--- src/rtl/datapath_sequencer_pkg.sv ---
// Shared encodings for the datapath sequencer: command types, FSM states,
// write-data select codes and the ALU opcode used for address calculation.
package datapath_sequencer_pkg;

  localparam int unsigned REG_AW_DEF = 5;
  localparam int unsigned OP_W_DEF   = 3;

  typedef enum logic [1:0] {
    CMD_ALU   = 2'b00,
    CMD_LOAD  = 2'b01,
    CMD_STORE = 2'b10,
    CMD_NOP   = 2'b11
  } cmd_type_e;

  typedef enum logic [1:0] {
    ST_IDLE = 2'b00,
    ST_EXEC = 2'b01,
    ST_MEM  = 2'b10,
    ST_WB   = 2'b11
  } state_e;

  localparam logic [1:0] WDS_ALU = 2'b00;
  localparam logic [1:0] WDS_MEM = 2'b01;

  localparam logic [2:0] ALU_ADD = 3'b100;

endpackage

--- src/rtl/datapath_sequencer.sv ---
// Multi-cycle control sequencer for the regfile / ALU / RAM datapath.
// One command at a time; every control output is a flop updated at the edge.
module datapath_sequencer
  import datapath_sequencer_pkg::*;
#(
  parameter int unsigned REG_AW = REG_AW_DEF,
  parameter int unsigned OP_W   = OP_W_DEF
) (
  input  logic              clk,
  input  logic              Reset,
  input  logic              cmd_valid,
  output logic              cmd_ready,
  input  logic [1:0]        cmd_type,
  input  logic [OP_W-1:0]   cmd_alu_op,
  input  logic [REG_AW-1:0] cmd_rs,
  input  logic [REG_AW-1:0] cmd_rt,
  input  logic [REG_AW-1:0] cmd_rd,
  input  logic              ZF,
  input  logic              OF,
  output logic [REG_AW-1:0] rs,
  output logic [REG_AW-1:0] rt,
  output logic [REG_AW-1:0] rd,
  output logic [OP_W-1:0]   ALU_OP,
  output logic              Write_Reg,
  output logic              Mem_Write,
  output logic [1:0]        wr_data_s,
  output logic              done,
  output logic              busy,
  output logic              flag_z,
  output logic              flag_o
);

  state_e              r_state;
  cmd_type_e           r_type;
  logic [REG_AW-1:0]   r_rd_lat;
  logic [REG_AW-1:0]   r_rs;
  logic [REG_AW-1:0]   r_rt;
  logic [REG_AW-1:0]   r_rd;
  logic [OP_W-1:0]     r_alu_op;
  logic                r_write_reg;
  logic                r_mem_write;
  logic [1:0]          r_wr_data_s;
  logic                r_done;
  logic                r_ready;
  logic                r_busy;
  logic                r_flag_z;
  logic                r_flag_o;
  cmd_type_e           w_cmd_type;

  assign w_cmd_type = cmd_type_e'(cmd_type);

  // Sequencer FSM; strobes and done default low and are re-asserted per state.
  always_ff @(posedge clk or negedge Reset) begin
    if (!Reset) begin
      r_state     <= ST_IDLE;
      r_type      <= CMD_ALU;
      r_rd_lat    <= '0;
      r_rs        <= '0;
      r_rt        <= '0;
      r_rd        <= '0;
      r_alu_op    <= '0;
      r_write_reg <= 1'b0;
      r_mem_write <= 1'b0;
      r_wr_data_s <= WDS_ALU;
      r_done      <= 1'b0;
      r_ready     <= 1'b1;
      r_busy      <= 1'b0;
      r_flag_z    <= 1'b0;
      r_flag_o    <= 1'b0;
    end else begin
      r_write_reg <= 1'b0;
      r_mem_write <= 1'b0;
      r_wr_data_s <= WDS_ALU;
      r_done      <= 1'b0;
      case (r_state)
        ST_IDLE: begin
          if (cmd_valid) begin
            r_type   <= w_cmd_type;
            r_rd_lat <= cmd_rd;
            if (w_cmd_type == CMD_NOP) begin
              r_done <= 1'b1;
            end else begin
              // Operand addresses and opcode are set here so F is stable from EXEC on.
              r_rs     <= cmd_rs;
              r_rt     <= cmd_rt;
              r_alu_op <= (w_cmd_type == CMD_ALU) ? cmd_alu_op : OP_W'(ALU_ADD);
              r_state  <= ST_EXEC;
              r_ready  <= 1'b0;
              r_busy   <= 1'b1;
            end
          end
        end
        ST_EXEC: begin
          if (r_type == CMD_ALU) begin
            r_flag_z    <= ZF;
            r_flag_o    <= OF;
            r_state     <= ST_WB;
            r_write_reg <= 1'b1;
            r_rd        <= r_rd_lat;
            r_wr_data_s <= WDS_ALU;
          end else begin
            r_state     <= ST_MEM;
            r_mem_write <= (r_type == CMD_STORE);
          end
        end
        ST_MEM: begin
          if (r_type == CMD_STORE) begin
            r_state <= ST_IDLE;
            r_done  <= 1'b1;
            r_ready <= 1'b1;
            r_busy  <= 1'b0;
          end else begin
            r_state     <= ST_WB;
            r_write_reg <= 1'b1;
            r_rd        <= r_rd_lat;
            r_wr_data_s <= WDS_MEM;
          end
        end
        ST_WB: begin
          r_state <= ST_IDLE;
          r_done  <= 1'b1;
          r_ready <= 1'b1;
          r_busy  <= 1'b0;
        end
        default: begin
          r_state <= ST_IDLE;
          r_ready <= 1'b1;
          r_busy  <= 1'b0;
        end
      endcase
    end
  end

  assign cmd_ready = r_ready;
  assign busy      = r_busy;
  assign rs        = r_rs;
  assign rt        = r_rt;
  assign rd        = r_rd;
  assign ALU_OP    = r_alu_op;
  assign Write_Reg = r_write_reg;
  assign Mem_Write = r_mem_write;
  assign wr_data_s = r_wr_data_s;
  assign done      = r_done;
  assign flag_z    = r_flag_z;
  assign flag_o    = r_flag_o;

endmodule

--- config.mk ---
export PLATFORM = sky130hd
export DESIGN_NAME = datapath_sequencer
export DESIGN_NICKNAME = d
export VERILOG_FILES = /design/src/rtl/datapath_sequencer_pkg.sv /design/src/rtl/datapath_sequencer.sv
export SDC_FILE = /design/constraint.sdc
export NUM_CORES = 1
export LEC_CHECK = 0
export CAP_MARGIN = 25
export CORE_MARGIN = 5
export CORE_UTILIZATION = 27
export DETAILED_ROUTE_END_ITERATION = 10
export SETUP_SLACK_MARGIN = 0.05
export SKIP_LAST_GASP = 1
export SLEW_MARGIN = 20
export SYNTH_ARGS = -nofsm -noshare
export SYNTH_HDL_FRONTEND = slang
export SYNTH_SLANG_ARGS = --single-unit
export TNS_END_PERCENT = 50
--- constraint.sdc ---
create_clock -name clk -period 2.03 [get_ports clk]
set_clock_uncertainty 0.15 [all_clocks]
set_input_delay 0.203 -clock clk [delete_from_list [all_inputs] [get_ports clk]]
set_output_delay 0.203 -clock clk [all_outputs]
set_load 0.05 [all_outputs]
==> flow_metrics.env <==
export IMPL_min_period_ps=1870
export IMPL_power_leakage_uw=0.000967
export IMPL_timing_final_setup_violations=0
export IMPL_maxSlewViolCount=0
export IMPL_synth_area_um2=1520
export IMPL_drc=0
export IMPL_kind_of_path_behind_the_tightest_hold_check="in -> async"
export IMPL_setup_worst_path_class="reg -> reg"
export IMPL_worst_ep_arrival_time_ps=1890
export IMPL_layout_cells_most_common_list="49 x clkdlybuf4s50_1, 34 x dfrtp_1, 18 x mux2_2"
export IMPL_ys_top_cells_by_area="dfrtp_1 56%, mux2_2 13%, mux2_4 6.9%, ha_1 5.0%, dfstp_2 1.7%"
export IMPL_post_drt_via_cell_ratio=4.29
export IMPL_ctsRootBufferMaster="clkbuf_8"
export IMPL_synth_nets=136
export IMPL_port_buffers=50
export IMPL_timing_final_hold_violations=0
export IMPL_htree_num_levels=2
export IMPL_post_dp_hpwl_um=2590
export IMPL_reg2regPathDepth=5
export IMPL_fill_cells=524
export IMPL_postLayoutSetupSlackWorst_ps=158
export IMPL_std_cell_rows=27
export IMPL_routed_wl_um=3430
export IMPL_grt_max_degree=36
export IMPL_synth_seq_cells=35
export IMPL_intPower_uw=2340
export IMPL_cts_setup_buffers=0
export IMPL_rsz0062_at_grt="false"
export IMPL_clockPowerShare_pct=11.9
export IMPL_floorplan_die_height_um=84.9
export IMPL_grt_ovf=0
export IMPL_dpl_worst_slack_ps=68.4
export IMPL_synth_largest_area_cell="dfrtp_1"
export IMPL_post_drt_wl_per_cell_um=14.7
export IMPL_die_w_um=84.9
export IMPL_max_clock_path_buffers=2
export IMPL_layout_drive_gt1_share_pct=27.2
export IMPL_overall_via_count_from_detail_route=1005
export IMPL_number_of_antenna_violations_at_the_first_check_in_global_routing=0
export IMPL_setup_worst_path_start="r_state[1]$_DFFE_PN0P_"
export IMPL_drt_antenna_violating_nets=0
export IMPL_p_per_area_nw_per_um2=1920
export IMPL_numClockSinks=35
export IMPL_tightest_pin_transition_ps=510
export IMPL_io_pins=52
export IMPL_tritoncts_clock_tree="built"
export IMPL_cts_hold_repair_buffers=0
export IMPL_result_of_the_run="finished, final reports clean"
export IMPL_reg2reg_setup_slack_ps=160
export IMPL_net_load_switching_power_uw=1900
export IMPL_final_nets=193
export IMPL_worst_setup_path_start_kind="flip-flop"
export IMPL_clk_lat_worst_skew_ps=290
export IMPL_place_inst=227
export IMPL_power_switching_fraction_pct=44.8
export IMPL_all_layer_gr_usage_pct=9.87
export IMPL_mostFrequentLayoutCell="clkdlybuf4s50_1"
export IMPL_hold_worst_slack_ps=171
export IMPL_synth_warnings=0
export IMPL_area_fraction_of_the_dominant_cell_type_after_synthesis_pct=56.1
export IMPL_diodes=0
export IMPL_finish_cell_count_without_fillers=234
export IMPL_regToRegStartpoint="r_state[1]$_DFFE_PN0P_"
export IMPL_min_period_over_period_pct=92.2
export IMPL_post_synth_cell_area_avg_um2=14.4
export IMPL_combinationalPowerShare_pct=58.2
export IMPL_syn_instance_count=105
export IMPL_placeableCoreArea_um2=5470
export IMPL_seq_area_frac_synth_pct=57.8
export IMPL_syn2layout_area_growth_pct=45.3
export IMPL_clock_pin_slew_on_the_worst_setup_and_hold_paths_ps=70
export IMPL_worst_endpoint_required_ps=2040
export IMPL_maxSlewHeadroom_pct=65.9
export IMPL_dieArea_um2=7220
export IMPL_ir_worst_vdd_mv=1.06
export IMPL_crit_path_max_fanout=6
export IMPL_seq_power_share_pct=30.0
export IMPL_max_cap_violations=0
export IMPL_gpl_final_weighted_congestion=0.741
export IMPL_drtIter0Drc=16
export IMPL_endpoint_kind="flip-flop"
export IMPL_initial_core_util_pct=27.7
export IMPL_first_pass_grt_wire_length_um=5620
export IMPL_first_global_vias=1085
export IMPL_drtPass1Iterations=4
export IMPL_ys_types=28
export IMPL_achievable_frequency_mhz=534
export IMPL_timing_setup_tns_ps=0
export IMPL_cts_buffers_inserted=5
## worst max-delay path, stage by stage, from the launching register on
cell and delay (ps):
dfrtp_1 420, inv_1 170, ha_2 260, nand2b_2 130
a21oi_4 260, mux2_2 370
## registers in the layout (all words and copies together) (netlist names), 2 cells and up
register and count:
rt 5, r_rd_lat 5, r_state 2, r_type 2, ALU_OP 3, rs 5, rd 5
## area by class of cell
cell class | instances | area (um2) | area share, %
clock inverters | 1 | 5.00 | 0.227
clock buffers | 6 | 82.6 | 3.75
inverters | 4 | 15.0 | 0.681
flip-flops and latches | 35 | 877 | 39.8
well taps | 72 | 90.1 | 4.09
multi-input cells | 64 | 621 | 28.2
repair buffers | 52 | 513 | 23.3
## stage by stage
stage               power (uW)  area (um2)  utilization, %
floorplan                 2940        1520               -
global placement          3650        2100            38.4
detailed placement        3720        2100            38.4
CTS                       4270        2200            40.1
global route              4460        2200            40.3
finish                    4230        2200            40.3
## cells by family (layout without fill, tap and decap cells)
family                   after synthesis  after routing  share of synthesized area, %
AND/OR/NAND/NOR                       17             17                          6.52
adder cells (fa/ha/maj)                6              6                          4.95
buffers and inverters                  6             63                          2.23
multiplexers                          25             25                          20.3
AO/OA/AOI/OAI                         15             15                          7.92
flip-flops                            35             35                          57.8
other                                  1              1                         0.247
## power by group through the flow
stage	clock, uW	sequential, uW	combinational [uW]
CTS	522	1270	2470
detailed placement	0	1280	2440
finish	502	1270	2460
global route	555	1320	2590
global placement	0	1260	2390
floorplan	0	2120	823
## per-layer routing
layer / track usage [%] / part of all wire (%) / vias to the layer above
met5: 0 / 0 / -
met4: 3.45 / 1.6 / 0
met3: 4.85 / 8.6 / 6
met2: 16.0 / 50 / 35
met1: 11.3 / 39 / 483
li1: - / - / 481
## worst paths after layout
| kind | endpoint |
|---|---|
| worst min register to register | ALU_OP[0]$_DFFE_PN0P_ |
| min in group clk | ALU_OP[0]$_DFFE_PN0P_ |
| worst min-delay path | r_rd_lat[0]$_DFFE_PN0P_ |
| worst max register to register | rd[2]$_DFFE_PN0P_ |
| worst max-delay path | rd[2]$_DFFE_PN0P_ |
| max in group asynchronous | cmd_ready$_DFFE_PN1P_ |
## repair_timing
action / 4_1_cts / 5_1_grt
hold endpoints to repair: 0 / 0
setup endpoints to repair: 1 / 7
gates resized for setup: 1 / 3
pin swaps: 0 / 1
## cell usage after synthesis
cell       number
dfrtp_1        34
mux2_2         18
mux2_4          7
ha_1            6
a21oi_1         5
inv_1           4
nand2b_1        4
nor2_1          3
a22o_1          2
a2bb2oi_1       2
and2_1          2
nor3_1          2
a21bo_2         1
a21o_4          1
a21oi_2         1
a221oi_1        1
a31o_2          1
and3_1          1
buf_4           1
buf_6           1
conb_1          1
dfstp_2         1
nand2_1         1
nand2_4         1
nand4_1         1
nor2b_1         1
nor4_1          1
o2bb2ai_1       1
Note: power is estimated with default switching activity, not from simulation.
==> edit 1: new RTL, same flow settings <==
Re-encode `state_e` (4 states) as one-hot, 4 bits wide.
--- a/src/rtl/datapath_sequencer_pkg.sv
+++ b/src/rtl/datapath_sequencer_pkg.sv
@@ -14,7 +14,7 @@
 
-  typedef enum logic [1:0] {
-    ST_IDLE = 2'b00,
-    ST_EXEC = 2'b01,
-    ST_MEM  = 2'b10,
-    ST_WB   = 2'b11
+  typedef enum logic [3:0] {
+    ST_IDLE = 4'b0001,
+    ST_EXEC = 4'b0010,
+    ST_MEM  = 4'b0100,
+    ST_WB   = 4'b1000
   } state_e;
Formal check against the unedited RTL: no difference found for any inputs over 10 cycles, from zero or initial values and one cycle with Reset low; not proved beyond that.
==> edit 1 against the original RTL <==
Die area up 2.0%; via count about the same; hold slack better by 120 ps; worst setup slack improved by 26 ps; routed wire length decreased by 1.4%; design area is 0.57% lower; critical path depth down 4; sequential cell count rose by 2; first-iteration DRC count increased to 4.7 times the old value; total power down 13%; cell count decreased by 0.85%; area after synthesis increased by 2.2%; largest cell class unchanged; highest routed layer unchanged.
==> edit 1: results (changes against the original RTL) <==
\begin{tabular}{lr}
\hline
Metric & Value \\
\hline
\multicolumn{2}{l}{\textbf{Worst setup path}} \\
CP Launch Point & ALU\_OP[2] \\
Reg-to-reg startpoint & r\_state[3] \\
Minimum setup slack among reg-to-reg paths & 210 ps (+50 ps) \\
Worst endpoint data arrival time & 1490 ps (-400 ps) \\
Gate family responsible for the most delay along the worst path & buffers and inverters \\
R2R cell count & 4 (-1) \\
Library cell contributing the largest single delay on the critical path & sky130\_fd\_sc\_hd\_\_clkdlybuf4s50\_1 \\
\multicolumn{2}{l}{\textbf{Route}} \\
Sum of routed wire segments on met1 & 1300 µm (-4.0\%) \\
Initial DRC count & 75 (+59) \\
Vias per Instance & 4.34 (+0.96\%) \\
Wire length on met3 & 154 µm (-48\%) \\
Total length of routed met2 wires & 1850 µm (+7.1\%) \\
\multicolumn{2}{l}{\textbf{GRT}} \\
Met1 GRT Util & 11.3\% (+0.013 points) \\
Aggregate global-route resource usage & 10.0\% (+0.15 points) \\
Vias in the first global route & 1,067 (-1.7\%) \\
\multicolumn{2}{l}{\textbf{Synth}} \\
Share of synthesized area spent on multiplexers & 19.6\% (-0.68 points) \\
Most area-consuming cells after synthesis & sky130\_fd\_sc\_hd\_\_dfrtp\_1 56\%, sky130\_fd\_sc\_hd\_\_mux2\_2 11\%, sky130\_fd\_sc\_hd\_\_mux2\_4 8.7\%, sky130\_fd\_sc\_hd\_\_dfstp\_2 3.4\%, sky130\_fd\_sc\_hd\_\_nand4b\_4 1.5\% \\
Netlist cell types & 32 (+14\%) \\
Synth top cells by count & 35 x sky130\_fd\_sc\_hd\_\_dfrtp\_1, 15 x sky130\_fd\_sc\_hd\_\_mux2\_2, 9 x sky130\_fd\_sc\_hd\_\_mux2\_4 \\
\multicolumn{2}{l}{\textbf{Layout}} \\
Share of layout cells above drive strength 1 & 28.7\% (+1.6 points) \\
\multicolumn{2}{l}{\textbf{Place}} \\
HPWL after DPL & 2660 µm (+2.9\%) \\
Inst Count DP & 223 (-1.8\%) \\
Routability Congestion & 0.673 (-9.2\%) \\
\multicolumn{2}{l}{\textbf{Timing}} \\
Final setup slack of the worst path & 184 ps (+25.8 ps) \\
\multicolumn{2}{l}{\textbf{CTS}} \\
Count of instances resized after the clock tree is built & 0 (-1) \\
Post-cts hold buffer count & 1 (+1) \\
\multicolumn{2}{l}{\textbf{Outcome}} \\
Outcome & completed \\
\hline
\end{tabular}
## edit 1: changes by cell type in the layout (fill, tap and decap cells not counted), sizes merged, moves of 2 or more
cell / change
a21boi: +2
a21oi: -3
and2: -2
ha: -6
nand2: +2
nand2b: -2
nor2: +2
o21a: +2
## edit 1: report_power, final
group / switching (µW) / internal, µW / leakage [µW]
Combinational: 1120 / 790 / 0.000426
Clock: 266 / 237 / 0.0000439
Sequential: 200 / 1050 / 0.000452
Total: 1590 / 2080 / 0.000922
## edit 1: layout make-up
cell class              count  area share (%)
flip-flops and latches     37            42.4
multi-input cells          59            25.5
repair buffers             52            23.3
well taps                  72            4.11
clock buffers               5            3.14
clock inverters             3           0.800
inverters                   4           0.800
## edit 1: path summary, 6_finish.rpt
path	to
hold reg to reg	r_rd_lat[4]
setup reg to reg	flag_z
hold / removal	ALU_OP[2]
max in group asynchronous	flag_z
setup / recovery	ALU_OP[2]
min in group asynchronous	rt[4]
==> edit 2: new RTL, same flow settings <==
Without the edit above. Change the package constant `OP_W_DEF` from 3 to 4.
--- a/src/rtl/datapath_sequencer_pkg.sv
+++ b/src/rtl/datapath_sequencer_pkg.sv
@@ -5,3 +5,3 @@
   localparam int unsigned REG_AW_DEF = 5;
-  localparam int unsigned OP_W_DEF   = 3;
+  localparam int unsigned OP_W_DEF   = 4;
 
Ports: changed (resized ALU_OP and cmd_alu_op); port bits go from 52 to 54. No check against the original RTL was run, so the function may have changed too.
==> edit 2 against the original RTL <==
Worst setup slack worse by 24 ps; area after synthesis is 2.3% higher; sequential cell count rose by 1; maximum frequency fell by 1.3%; design area increased by 1.5%; total power up 1.6%; routed wire length grew 0.23%; via count up 3.9%; critical path type unchanged.
==> edit 2: results (changes against the original RTL) <==
\begin{tabular}{lr}
\hline
Metric & Value \\
\hline
\multicolumn{2}{l}{\textbf{Outcome}} \\
Outcome & completed \\
\multicolumn{2}{l}{\textbf{Synth}} \\
Synth top cells by count & 35 x sky130\_fd\_sc\_hd\_\_dfrtp\_1, 19 x sky130\_fd\_sc\_hd\_\_mux2\_2, 6 x sky130\_fd\_sc\_hd\_\_ha\_1, 6 x sky130\_fd\_sc\_hd\_\_mux2\_4, 5 x sky130\_fd\_sc\_hd\_\_a21oi\_1 \\
Most area-consuming cells after synthesis & sky130\_fd\_sc\_hd\_\_dfrtp\_1 56\%, sky130\_fd\_sc\_hd\_\_mux2\_2 14\%, sky130\_fd\_sc\_hd\_\_mux2\_4 5.8\%, sky130\_fd\_sc\_hd\_\_ha\_1 4.8\%, sky130\_fd\_sc\_hd\_\_dfstp\_2 1.7\% \\
Net count of the mapped netlist & 139 (+2.2\%) \\
Share of synthesized area occupied by flip-flops and latches & 58.1\% (+0.31 points) \\
Most frequently used flop master after synthesis & sky130\_fd\_sc\_hd\_\_dfrtp\_1 \\
\multicolumn{2}{l}{\textbf{Layout}} \\
Share of layout cells above drive strength 1 & 25.3\% (-1.9 points) \\
Net count of the finished layout & 197 (+2.1\%) \\
Total of fill cells in the finished design & 535 (+2.1\%) \\
\multicolumn{2}{l}{\textbf{Timing}} \\
Tightest Pin Transition & 794 ps (+283 ps) \\
\multicolumn{2}{l}{\textbf{Route}} \\
Initial DRC count & 45 (+29) \\
Routed Wire Length & 3440 µm (+0.23\%) \\
Number of nets with antenna violations after routing & 0 (unchanged) \\
Vias per Instance & 4.39 (+2.1\%) \\
\multicolumn{2}{l}{\textbf{GRT}} \\
Wire length of the first global-routing pass & 5540 µm (-1.4\%) \\
Vias in the first global route & 1,160 (+6.9\%) \\
Largest net degree at the start of global routing & 37 (+2.8\%) \\
\multicolumn{2}{l}{\textbf{Place}} \\
HPWL after DPL & 2610 µm (+0.94\%) \\
Setup WS pre-CTS & 146 ps (+77.8 ps) \\
Number of buffers added on ports & 52 (+4.0\%) \\
Routability Congestion & 0.889 (+20\%) \\
\multicolumn{2}{l}{\textbf{Worst setup path}} \\
Crit-path max FO & 14 (+8) \\
Worst endpoint data arrival time & 1920 ps (+30 ps) \\
\multicolumn{2}{l}{\textbf{Power}} \\
Lkg Pwr & 0.000987 µW (+2.1\%) \\
Max VDD drop & 0.821 mV (-23\%) \\
\multicolumn{2}{l}{\textbf{CTS}} \\
TritonCTS buffer count & 5 (unchanged) \\
\multicolumn{2}{l}{\textbf{Worst hold path}} \\
Worst min-delay path class & flip-flop to flip-flop \\
\hline
\end{tabular}
==> edit 2: cell types whose count changed after synthesis <==
cell / delta
sky130_fd_sc_hd__mux2_2: +1
sky130_fd_sc_hd__o211ai_2: +1
sky130_fd_sc_hd__buf_8: +1
sky130_fd_sc_hd__buf_6: -1
sky130_fd_sc_hd__nand2_1: +1
sky130_fd_sc_hd__dfrtp_1: +1
sky130_fd_sc_hd__mux2_4: -1
sky130_fd_sc_hd__a22o_1: +1
sky130_fd_sc_hd__nand2b_1: -1
sky130_fd_sc_hd__a21oi_2: -1
==> edit 2: worst paths after layout <==
check | end | slack (ps)
worst max register to register | rt[4] | 130
min in group asynchronous | flag_o | 390
worst min-delay path | ALU_OP[3] | 350
worst min register to register | ALU_OP[3] | 350
worst max-delay path | rt[4] | 130
max in group asynchronous | busy | 820
==> edit 2: logic make-up (layout without fill, tap and decap cells) <==
family	after synthesis	after routing	share of synthesized area [%]
fa+ha+maj	6	6	4.84
compound gates	16	16	8.55
mux	25	25	19.6
other cells	1	1	0.242
simple gates	17	17	6.21
flops	36	36	58.1
buf+inv	6	65	2.42
==> edit 2: power breakdown <==
group,switching [µW],internal [µW]
clock network,244,271
logic,1480,1020
registers,203,1090
total,1930,2380
==> edit 2: what timing repair did <==
item	4_1_cts	5_1_grt
endpoints found under the hold margin	35	0
gates resized for setup	0	1
endpoints found under the setup margin	0	2
hold buffers	1	0
==> edit 2: metal layers <==
metal | global-route usage (%) | share of wire, %
met2 | 15.7 | 46
met5 | 0 | 0
met3 | 3.36 | 7.1
met1 | 11.4 | 44
met4 | 5.90 | 2.3
==> edit 2: area by class of cell <==
class / count / area [µm²] / area share (%)
tap: 72 / 90.1 / 4.03
inverter: 4 / 15.0 / 0.671
timing repair buffer: 53 / 523 / 23.4
clock buffer: 6 / 82.6 / 3.69
sequential: 36 / 902 / 40.3
clock inverter: 2 / 10.0 / 0.447
multi-input combinational: 65 / 614 / 27.5
==> edit 2: through the flow <==
step	hold slack, ps	instance area (µm²)	instances	util, %	power [µW]
after floorplan	-243	1550	107	-	3030
after global placement	175	2130	229	38.5	3760
after detailed placement	184	2130	229	38.5	3810
after CTS	354	2230	238	40.3	4350
after global routing	364	2240	238	40.4	4550
final	352	2240	238	40.4	4300
==> edit 2: worst max-delay path, cell delays in order (launching register included) <==
cell,delay (ps)
sky130_fd_sc_hd__dfrtp_1,430
sky130_fd_sc_hd__inv_1,170
sky130_fd_sc_hd__ha_1,300
sky130_fd_sc_hd__nand2_4,130
sky130_fd_sc_hd__a21o_4,280
sky130_fd_sc_hd__mux2_4,320
